--- src/rtl/mem_xbar.sv ---
// Two-master (instr/data) to NSLV-slave memory crossbar: window decode, one-deep
// per-master request buffer, per-slave round-robin ownership FSM and response routing.
module mem_xbar #(
  parameter int NSLV = 3,
  parameter int AW   = 32,
  parameter int DW   = 32,
  parameter logic [NSLV*AW-1:0] SLV_BASE = {32'h8000_0000, 32'h1000_0000, 32'h0200_0000},
  parameter logic [NSLV*AW-1:0] SLV_TOP  = {32'h8001_0000, 32'h1000_1000, 32'h0201_0000},
  parameter logic [DW-1:0] ERR_RDATA = '0
) (
  input  logic                   clk,
  input  logic                   rst,
  input  logic                   imemory_valid,
  input  logic                   imemory_instr,
  input  logic [AW-1:0]          imemory_addr,
  input  logic [DW-1:0]          imemory_wdata,
  input  logic [DW/8-1:0]        imemory_wstrb,
  output logic [DW-1:0]          imemory_rdata,
  output logic                   imemory_ready,
  output logic                   imemory_error,
  input  logic                   dmemory_valid,
  input  logic                   dmemory_instr,
  input  logic [AW-1:0]          dmemory_addr,
  input  logic [DW-1:0]          dmemory_wdata,
  input  logic [DW/8-1:0]        dmemory_wstrb,
  output logic [DW-1:0]          dmemory_rdata,
  output logic                   dmemory_ready,
  output logic                   dmemory_error,
  output logic [NSLV-1:0]        slv_valid,
  output logic [NSLV-1:0]        slv_instr,
  output logic [NSLV*AW-1:0]     slv_addr,
  output logic [NSLV*DW-1:0]     slv_wdata,
  output logic [NSLV*DW/8-1:0]   slv_wstrb,
  input  logic [NSLV*DW-1:0]     slv_rdata,
  input  logic [NSLV-1:0]        slv_ready
);
  localparam int BW = DW / 8;
  localparam int SW = (NSLV > 1) ? $clog2(NSLV) : 1;

  typedef enum logic [1:0] {IDLE = 2'd0, OWN_I = 2'd1, OWN_D = 2'd2} state_t;

  // Handshake: a master valid is a one-cycle pulse, accepted when the master has
  // nothing outstanding or is receiving its response (ready) in that same cycle.
  // A slave lane's valid is high for exactly the grant cycle; its ready closes ownership.

  // Master index 0 = instruction, 1 = data.
  logic [1:0]           m_valid, m_instr, m_ready;
  logic [1:0][AW-1:0]   m_addr;
  logic [1:0][DW-1:0]   m_wdata;
  logic [1:0][BW-1:0]   m_wstrb;

  logic [1:0]           pend_v, pend_instr, out_q, err_q;
  logic [1:0][AW-1:0]   pend_addr;
  logic [1:0][DW-1:0]   pend_wdata;
  logic [1:0][BW-1:0]   pend_wstrb;
  logic [1:0][SW-1:0]   pend_tgt;

  logic [1:0]           hit, accept, rsp_own, src_instr;
  logic [1:0][SW-1:0]   tgt;
  logic [1:0][DW-1:0]   rsp_data, src_wdata;
  logic [1:0][AW-1:0]   src_addr;
  logic [1:0][BW-1:0]   src_wstrb;
  logic [1:0][NSLV-1:0] req, gnt;

  state_t          state_q [NSLV];
  state_t          state_d [NSLV];
  logic [NSLV-1:0] rr_q, rr_d;

  assign m_valid = {dmemory_valid, imemory_valid};
  assign m_instr = {dmemory_instr, imemory_instr};
  assign m_addr  = {dmemory_addr, imemory_addr};
  assign m_wdata = {dmemory_wdata, imemory_wdata};
  assign m_wstrb = {dmemory_wstrb, imemory_wstrb};

  // Descending scan so the lowest matching slave index wins.
  always_comb begin
    for (int m = 0; m < 2; m++) begin
      hit[m] = 1'b0;
      tgt[m] = '0;
      for (int s = NSLV - 1; s >= 0; s--) begin
        if (m_addr[m] >= SLV_BASE[s*AW +: AW] && m_addr[m] < SLV_TOP[s*AW +: AW]) begin
          hit[m] = 1'b1;
          tgt[m] = SW'(s);
        end
      end
    end
  end

  always_comb begin
    rsp_own  = '0;
    rsp_data = '0;
    for (int s = 0; s < NSLV; s++) begin
      if (slv_ready[s] && state_q[s] == OWN_I) begin
        rsp_own[0]  = 1'b1;
        rsp_data[0] = rsp_data[0] | slv_rdata[s*DW +: DW];
      end
      if (slv_ready[s] && state_q[s] == OWN_D) begin
        rsp_own[1]  = 1'b1;
        rsp_data[1] = rsp_data[1] | slv_rdata[s*DW +: DW];
      end
    end
    req = '0;
    for (int m = 0; m < 2; m++) begin
      m_ready[m]   = !rst && (err_q[m] || rsp_own[m]);
      accept[m]    = m_valid[m] && !rst && (!out_q[m] || m_ready[m]);
      src_instr[m] = pend_v[m] ? pend_instr[m] : m_instr[m];
      src_addr[m]  = pend_v[m] ? pend_addr[m]  : m_addr[m];
      src_wdata[m] = pend_v[m] ? pend_wdata[m] : m_wdata[m];
      src_wstrb[m] = pend_v[m] ? pend_wstrb[m] : m_wstrb[m];
      for (int s = 0; s < NSLV; s++)
        req[m][s] = (pend_v[m] && pend_tgt[m] == SW'(s)) ||
                    (accept[m] && hit[m] && tgt[m] == SW'(s));
    end
  end

  always_comb begin
    rr_d = rr_q;
    gnt  = '0;
    for (int s = 0; s < NSLV; s++) begin
      state_d[s] = state_q[s];
      case (state_q[s])
        IDLE: begin
          if (req[0][s] && req[1][s]) begin
            gnt[rr_q[s]][s] = 1'b1;
            rr_d[s]         = ~rr_q[s];
          end else begin
            gnt[0][s] = req[0][s];
            gnt[1][s] = req[1][s];
          end
          if (gnt[0][s])      state_d[s] = OWN_I;
          else if (gnt[1][s]) state_d[s] = OWN_D;
        end
        default: if (slv_ready[s]) state_d[s] = IDLE;
      endcase
    end
  end

  always_comb begin
    slv_valid = '0;
    slv_instr = '0;
    slv_addr  = '0;
    slv_wdata = '0;
    slv_wstrb = '0;
    for (int s = 0; s < NSLV; s++) begin
      for (int m = 0; m < 2; m++) begin
        if (gnt[m][s]) begin
          slv_valid[s]          = 1'b1;
          slv_instr[s]          = src_instr[m];
          slv_addr[s*AW +: AW]  = src_addr[m] - SLV_BASE[s*AW +: AW];
          slv_wdata[s*DW +: DW] = src_wdata[m];
          slv_wstrb[s*BW +: BW] = src_wstrb[m];
        end
      end
    end
  end

  always_ff @(posedge clk or posedge rst) begin
    if (rst) begin
      rr_q <= '0;
      for (int s = 0; s < NSLV; s++) state_q[s] <= IDLE;
    end else begin
      rr_q <= rr_d;
      for (int s = 0; s < NSLV; s++) state_q[s] <= state_d[s];
    end
  end

  always_ff @(posedge clk or posedge rst) begin
    if (rst) begin
      pend_v     <= '0;
      pend_instr <= '0;
      pend_addr  <= '0;
      pend_wdata <= '0;
      pend_wstrb <= '0;
      pend_tgt   <= '0;
      out_q      <= '0;
      err_q      <= '0;
    end else begin
      for (int m = 0; m < 2; m++) begin
        err_q[m] <= accept[m] && !hit[m];
        if (accept[m])      out_q[m] <= 1'b1;
        else if (m_ready[m]) out_q[m] <= 1'b0;
        // A buffered request never coexists with a new accept: it keeps the master outstanding.
        if (accept[m] && hit[m] && !(|gnt[m])) begin
          pend_v[m]     <= 1'b1;
          pend_instr[m] <= m_instr[m];
          pend_addr[m]  <= m_addr[m];
          pend_wdata[m] <= m_wdata[m];
          pend_wstrb[m] <= m_wstrb[m];
          pend_tgt[m]   <= tgt[m];
        end else if (pend_v[m] && |gnt[m]) begin
          pend_v[m] <= 1'b0;
        end
      end
    end
  end

  assign imemory_ready = m_ready[0];
  assign dmemory_ready = m_ready[1];
  assign imemory_error = err_q[0];
  assign dmemory_error = err_q[1];
  assign imemory_rdata = err_q[0] ? ERR_RDATA : rsp_data[0];
  assign dmemory_rdata = err_q[1] ? ERR_RDATA : rsp_data[1];
endmodule

--- config.mk ---
export PLATFORM = sky130hd
export DESIGN_NAME = mem_xbar
export DESIGN_NICKNAME = d
export VERILOG_FILES = /design/src/rtl/mem_xbar.sv
export SDC_FILE = /design/constraint.sdc
export NUM_CORES = 1
export LEC_CHECK = 0
export BUFFER_PORTS_ARGS = -buffer_cell sky130_fd_sc_hd__buf_4
export CAP_MARGIN = 5
export CORE_AREA = 2 2 204 206
export DETAILED_ROUTE_END_ITERATION = 8
export DIE_AREA = 0 0 206 208
export PLACE_DENSITY = 0.6
export SLEW_MARGIN = 0
export SYNTH_ARGS = -nofsm -noshare
export SYNTH_HDL_FRONTEND = slang
export SYNTH_SLANG_ARGS = --single-unit
export TNS_END_PERCENT = 20
--- constraint.sdc ---
create_clock -name clk -period 12.1 [get_ports clk]
set_clock_uncertainty 0.15 [all_clocks]
set_input_delay 0.605 -clock clk [delete_from_list [all_inputs] [get_ports clk]]
set_output_delay 0.605 -clock clk [all_outputs]
set_load 0.03 [all_outputs]
Word level (Yosys, flattened, before mapping)
Index checks and enable logic that the tools add are counted.
{"block": "classes", "reduce_logical": 83, "n_eq_ne": 17, "n_bitwise": 9, "magnitude_cmp": 18, "mux": 112, "add_sub_neg": 6}
{"cell": "$mux W32", "n": 24}
{"cell": "$or A32 B32 Y32", "n": 4}
{"cell": "$ge A32 B26 Y1 const B", "n": 2}
{"cell": "$ge A32 B29 Y1 const B", "n": 2}
{"cell": "$ge A32 B32 Y1 const B", "n": 2}
{"cell": "$lt A32 B26 Y1 const B", "n": 2}
{"cell": "$lt A32 B29 Y1 const B", "n": 2}
{"cell": "$lt A32 B32 Y1 const B", "n": 2}
{"cell": "$sub A32 B26 Y32 const B", "n": 2}
{"cell": "$sub A32 B29 Y32 const B", "n": 2}
{"cell": "$sub A32 B32 Y32 const B", "n": 2}
{"cell": "$mux W1", "n": 49}
{"cell": "$mux W2", "n": 24}
{"cell": "$logic_and A1 B1 Y1", "n": 44}
{"cell": "$mux W4", "n": 8}
{"cell": "$mux W6", "n": 3}
{"cell": "$eq A2 B1 Y1 const B", "n": 7}
{"cell": "$eq A2 B2 Y1 const B", "n": 7}
{"cell": "$logic_not A2 Y1", "n": 7}
{"cell": "$reduce_bool A2 Y1", "n": 7}
{"cell": "$or A6 B6 Y6", "n": 2}
{"cell": "$reduce_and A2 Y1", "n": 6}
{"cell": "$logic_or A1 B1 Y1", "n": 10}
{"cell": "$demux W3 S1", "n": 3}
{"cell": "7 further kinds", "n": 22}
{"block": "totals", "wordCells": 266, "out_inout_bits": 278, "ff_bits": 157, "inputBits": 241}

Longest topological paths before layout
{"block": "logic_depth", "ltp_word": 28, "ltp_mapped": 10, "mapped_depth_nobuf": 6}

Least setup slack after synthesis
No wires, ideal clock.
{"block": "synth_path", "path_kind": "in2out", "from": "input port dmemory_addr[20]", "to": "output port slv_addr[0]", "t_required_ns": 11.345, "path_slack_ns": 8.529, "path_stages": 7, "path_buffers": 2, "arrival_ns": 2.816, "path_cell_list": "nor4_1 -> nand4_1 -> or4_1 -> a221o_1 -> buf_6 -> clkbuf_1 -> o22ai_1"}
{"block": "synth_between", "elab_chain_cells": 20, "word_cells_on_any_way": 43, "cone_classes": "order compare (6); eq/ne (2); mux (19); bitwise (2); reduce/logical (14)"}
{"item": "start: declaration", "line": "23", "text": "input logic [AW-1:0] dmemory_addr,"}
{"item": "$ge A32 B32 Y1 or $lt A32 B32 Y1 (tied branches)", "line": "81", "text": "if (m_addr[m] >= SLV_BASE[s*AW +: AW] && m_addr[m] < SLV_TOP[s*AW +: AW]) begin"}
{"item": "$logic_and A1 B1 Y1", "line": "81"}
{"item": "$mux W2 or $mux W1 (tied branches) (3 in series)", "line": "81"}
{"item": "$logic_not A2 Y1 or $logic_and A1 B1 Y1 (tied branches)", "line": "112", "text": "(accept[m] && hit[m] && tgt[m] == SW'(s));"}
{"item": "$logic_and A1 B1 Y1", "line": "112"}
{"item": "$logic_or A1 B1 Y1", "line": "111", "text": "req[m][s] = (pend_v[m] && pend_tgt[m] == SW'(s)) ||"}
{"item": "$logic_and A1 B1 Y1", "line": "123", "text": "if (req[0][s] && req[1][s]) begin"}
{"item": "$mux W1", "line": "123"}
{"item": "[2 not listed]"}
{"item": "$or A6 B6 Y6 (no source line)"}
{"item": "$mux W1", "line": "123"}
{"item": "$mux W6", "line": "121", "text": "case (state_q[s])"}
{"item": "$or A6 B6 Y6 (no source line)"}
{"item": "$mux W2", "line": "123"}
{"item": "$mux W6 *", "line": "121"}
{"item": "$mux W32", "line": "146", "text": "if (gnt[m][s]) begin"}
{"item": "$mux W32 *", "line": "146"}
{"item": "end: declaration", "line": "31", "text": "output logic [NSLV*AW-1:0] slv_addr,"}
Every way passes the cells marked *; elsewhere a longest branch is shown, timed or not. The select of a mux whose other input is x is not followed.

Worst setup path after layout
{"block": "layout_path", "from": "register err_q[0]", "to": "output port slv_wdata[23]"}
{"block": "layout_between", "elab_chain_cells": 19, "word_cells_on_any_way": 29, "cone_classes": "mux (13); bitwise (2); reduce/logical (14)"}
{"item": "start: declaration", "line": "52", "text": "logic [1:0] pend_v, pend_instr, out_q, err_q;"}
{"item": "start signal: indexed assignment", "line": "179", "text": "err_q[m] <= accept[m] && !hit[m];"}
{"item": "$logic_or A1 B1 Y1 *", "line": "104", "text": "m_ready[m] = !rst && (err_q[m] || rsp_own[m]);"}
{"item": "$logic_and A1 B1 Y1 *", "line": "104"}
{"item": "$logic_or A1 B1 Y1 *", "line": "105", "text": "accept[m] = m_valid[m] && !rst && (!out_q[m] || m_ready[m]);"}
{"item": "$logic_and A1 B1 Y1 *", "line": "105"}
{"item": "$logic_and A1 B1 Y1 *", "line": "112"}
{"item": "$logic_and A1 B1 Y1", "line": "112"}
{"item": "$logic_or A1 B1 Y1", "line": "111"}
{"item": "$logic_and A1 B1 Y1", "line": "123"}
{"item": "[3 not listed]"}
{"item": "$or A6 B6 Y6 (no source line)"}
{"item": "$mux W1", "line": "123"}
{"item": "$mux W6", "line": "121"}
{"item": "$or A6 B6 Y6 (no source line)"}
{"item": "$mux W2", "line": "123"}
{"item": "$mux W6 *", "line": "121"}
{"item": "$mux W32", "line": "146"}
{"item": "$mux W32 *", "line": "146"}
{"item": "end: declaration", "line": "32", "text": "output logic [NSLV*DW-1:0] slv_wdata,"}
Marks and branches as above.

==> impl_metrics.json <==
{
  "globalRouteOverflowTotal": 0,
  "postCtsSetupBuffers": 0,
  "fmax_mhz": 190.8,
  "hold_viol": 0,
  "syn-instance-count": 1032,
  "die_height_um": 208,
  "yosysSeqAreaShare": 0.3680,
  "routed_wl_um": 47430,
  "setup_viol": 0,
  "hpwlAfterDp_um": 34220,
  "dr.first_iter.drc_count": 1292,
  "insertion_delay_ns": 0.44,
  "hp-class": "input pin to asynchronous set/reset pin",
  "wire_per_inst_um": 23.35,
  "period_share": 0.4332,
  "arrival_ns": 4.49,
  "grt_pass1_wl_um": 67980,
  "ys_warn_count": 0,
  "slew_violations": 0,
  "end_kind": "output pin",
  "viasPerCell": 5.498,
  "status": "complete, but fails checks",
  "finalSetupTns_ns": 0,
  "grt_max_degree": 88,
  "synthFlopType": "dfrtp_1",
  "dieArea_um2": 42850,
  "cp_max_fo": 72,
  "path_clk_slew_ns": 0.07,
  "layout-area-overhead-vs-synth_pct": 45.63,
  "path_class": "register to output pin",
  "clkSinkCount": 157,
  "async_flop_share": 1.000,
  "synth.largest_area_cell": "dfrtp_1",
  "h-tree-depth": 4,
  "rsz0062_at_grt": "no",
  "yosys.area.top_type_share": 0.3680,
  "relSlewSlack": 0.1027,
  "drive_gt1_frac": 0.4523,
  "dieWidth_um": 206,
  "synth-edff-count": 0,
  "cts_tree": "done",
  "io_buffers": 518,
  "cts_root_buf": "clkbuf_16",
  "drv_cap": 0,
  "synthTopCellsByArea": "dfrtp_1 (37%), mux2i_1 (13%), o22ai_1 (12%)",
  "fin_crit_ns": 5.242,
  "syn_area_um2": 10680,
  "dr_total_vias": 11170,
  "ant_nets": 0,
  "power.density_nw_per_um2": 79.14,
  "hold_ws_ns": 0.2131,
  "grt_pass1_vias": 10970,
  "ios": 519,
  "start_kind": "register",
  "worstMarginPinSlew_ns": 1.346,
  "initial_utilization": 0.2632,
  "core-area_um2": 40550,
  "fin_nets": 1722,
  "place.gp.congestion": 0.8435,
  "critPathRequiredTime_ns": 11.35,
  "grt_use_total": 0.2076,
  "antenna_found_initial": 10,
  "synth.distinct_cells": 53,
  "cts_resized": 0,
  "drcViolationCount": 3,
  "ir_drop_mv": 0.09897,
  "cts_buffers": 17,
  "violations": "DRC",
  "syn_nets": 1277,
  "power_leakage_nw": 7.336,
  "fp-row-count": 74,
  "synth.avg_cell_area_um2": 10.34,
  "synth-seq-cells": 157,
  "clockBufferDepth": 2,
  "hold_buffers": 0,
  "drtPass1Iterations": 9
}
==> path summary, 6_finish.rpt <==
| path | from | end | slack [ns] | depth (start not counted) |
|---|---|---|---|---|
| max | err_q[0] | slv_wdata[23] | 6.86 | 7 |
| min | rst | pend_addr[55] | 0.21 | 2 |
| min in group clk | slv_ready[0] | state_q[5] | 0.22 | 2 |
| max in group asynchronous | rst | pend_wdata[31] | 10.07 | 3 |
| max reg2reg | err_q[0] | pend_wdata[57] | 7.33 | 7 |
| min reg2reg | pend_addr[3] | pend_addr[3] | 0.34 | 1 |
==> layer usage <==
metal / vias up / global-route usage / wire [um]
li1: 4974 / - / -
met1: 5519 / 0.2427 / 18630
met2: 602 / 0.3561 / 23670
met3: 67 / 0.05670 / 3960
met4: 4 / 0.08473 / 1147
met5: - / 0 / 24
==> worst max-delay path, stage by stage (launching register included) <==
cell and delay (ns):
dfrtp_1 1.21, nand2b_1 0.26, o41ai_4 0.11, o41ai_1 0.73, a221o_2 0.30, buf_4 0.70
o22ai_1 0.35, buf_4 0.26
==> per-stage QoR <==
stage / instance area (um2) / utilization / total power (W) / worst slack, ns / cells
floorplan: 10680 / - / 0.0005781 / 7.110 / 1032
global placement: 14920 / 0.3678 / 0.0006680 / 6.826 / 1990
detailed placement: 14920 / 0.3678 / 0.0006717 / 6.708 / 1990
CTS: 15520 / 0.3828 / 0.001250 / 6.638 / 2022
global route: 15540 / 0.3832 / 0.001278 / 6.783 / 2029
finish: 15550 / 0.3833 / 0.001230 / 6.858 / 2031
==> cells by family after synthesis <==
group | after synthesis | share of synthesized area
AO/OA/AOI/OAI | 299 | 0.2052
flip-flops | 157 | 0.3680
XOR/XNOR | 17 | 0.01395
buffers and inverters | 126 | 0.05274
adder cells (fa/ha/maj) | 4 | 0.004688
AND/OR/NAND/NOR | 175 | 0.08357
multiplexers | 254 | 0.2718
==> layout make-up <==
cell class,count,area [um2]
tap,532,665.6
sequential,157,3936
timing repair buffer,535,4016
clock inverter,12,150.1
multi-input combinational,749,6230
inverter,17,68.82
antenna,9,22.52
clock buffer,20,456.7
fill,4021,25010
==> layout by cell type, fill, tap and decap left out, types with 9 or more instances in the layout <==
master / netlist / final
nor2_1: 76 / 76
buf_4: 4 / 535
o21ai_0: 10 / 10
dfrtp_1: 157 / 155
xnor2_1: 13 / 13
o22ai_1: 207 / 207
mux2_4: 57 / 57
mux2_1: 25 / 25
mux2i_1: 138 / 138
nand2_1: 11 / 11
clkbuf_16: 0 / 17
a222oi_1: 64 / 64
inv_1: 17 / 16
mux2_2: 34 / 34
nor2b_1: 29 / 29
diode_2: 0 / 9
==> flip-flops by register name, summed over array words and instances (netlist names) <==
signal      cells
state_q         6
pend_instr      2
pend_v          2
pend_wstrb      8
pend_wdata     64
rr_q            3
pend_addr      64
pend_tgt        4
out_q           2
err_q           2
==> report_power, final <==
part	leakage, nW	internal, W	switching [W]
sequential	2.17	0.000525	0.000000341
combinational	4.87	0.0000664	0.0000706
clock	0.292	0.000321	0.000247
==> synthesized netlist by cell type (2+ instances only) <==
cell / n
mux2_2: 34
o21ai_0: 10
buf_1: 11
buf_2: 12
nor4_1: 7
ha_1: 4
dfrtp_1: 157
buf_6: 8
o2111a_1: 3
nand4_1: 5
and3b_1: 6
mux2i_1: 138
a222oi_1: 64
inv_1: 17
mux2_1: 25
nand2b_1: 9
xor2_1: 4
mux2_4: 57
o22ai_1: 207
or2_2: 2
nor3_1: 8
buf_4: 4
or4_1: 2
clkbuf_1: 74
nand2_1: 11
nand3_1: 8
and3_1: 2
nand3b_1: 3
nor2_1: 76
nor2b_1: 29
xnor2_1: 13
Note: power is estimated with default switching activity, not from simulation.
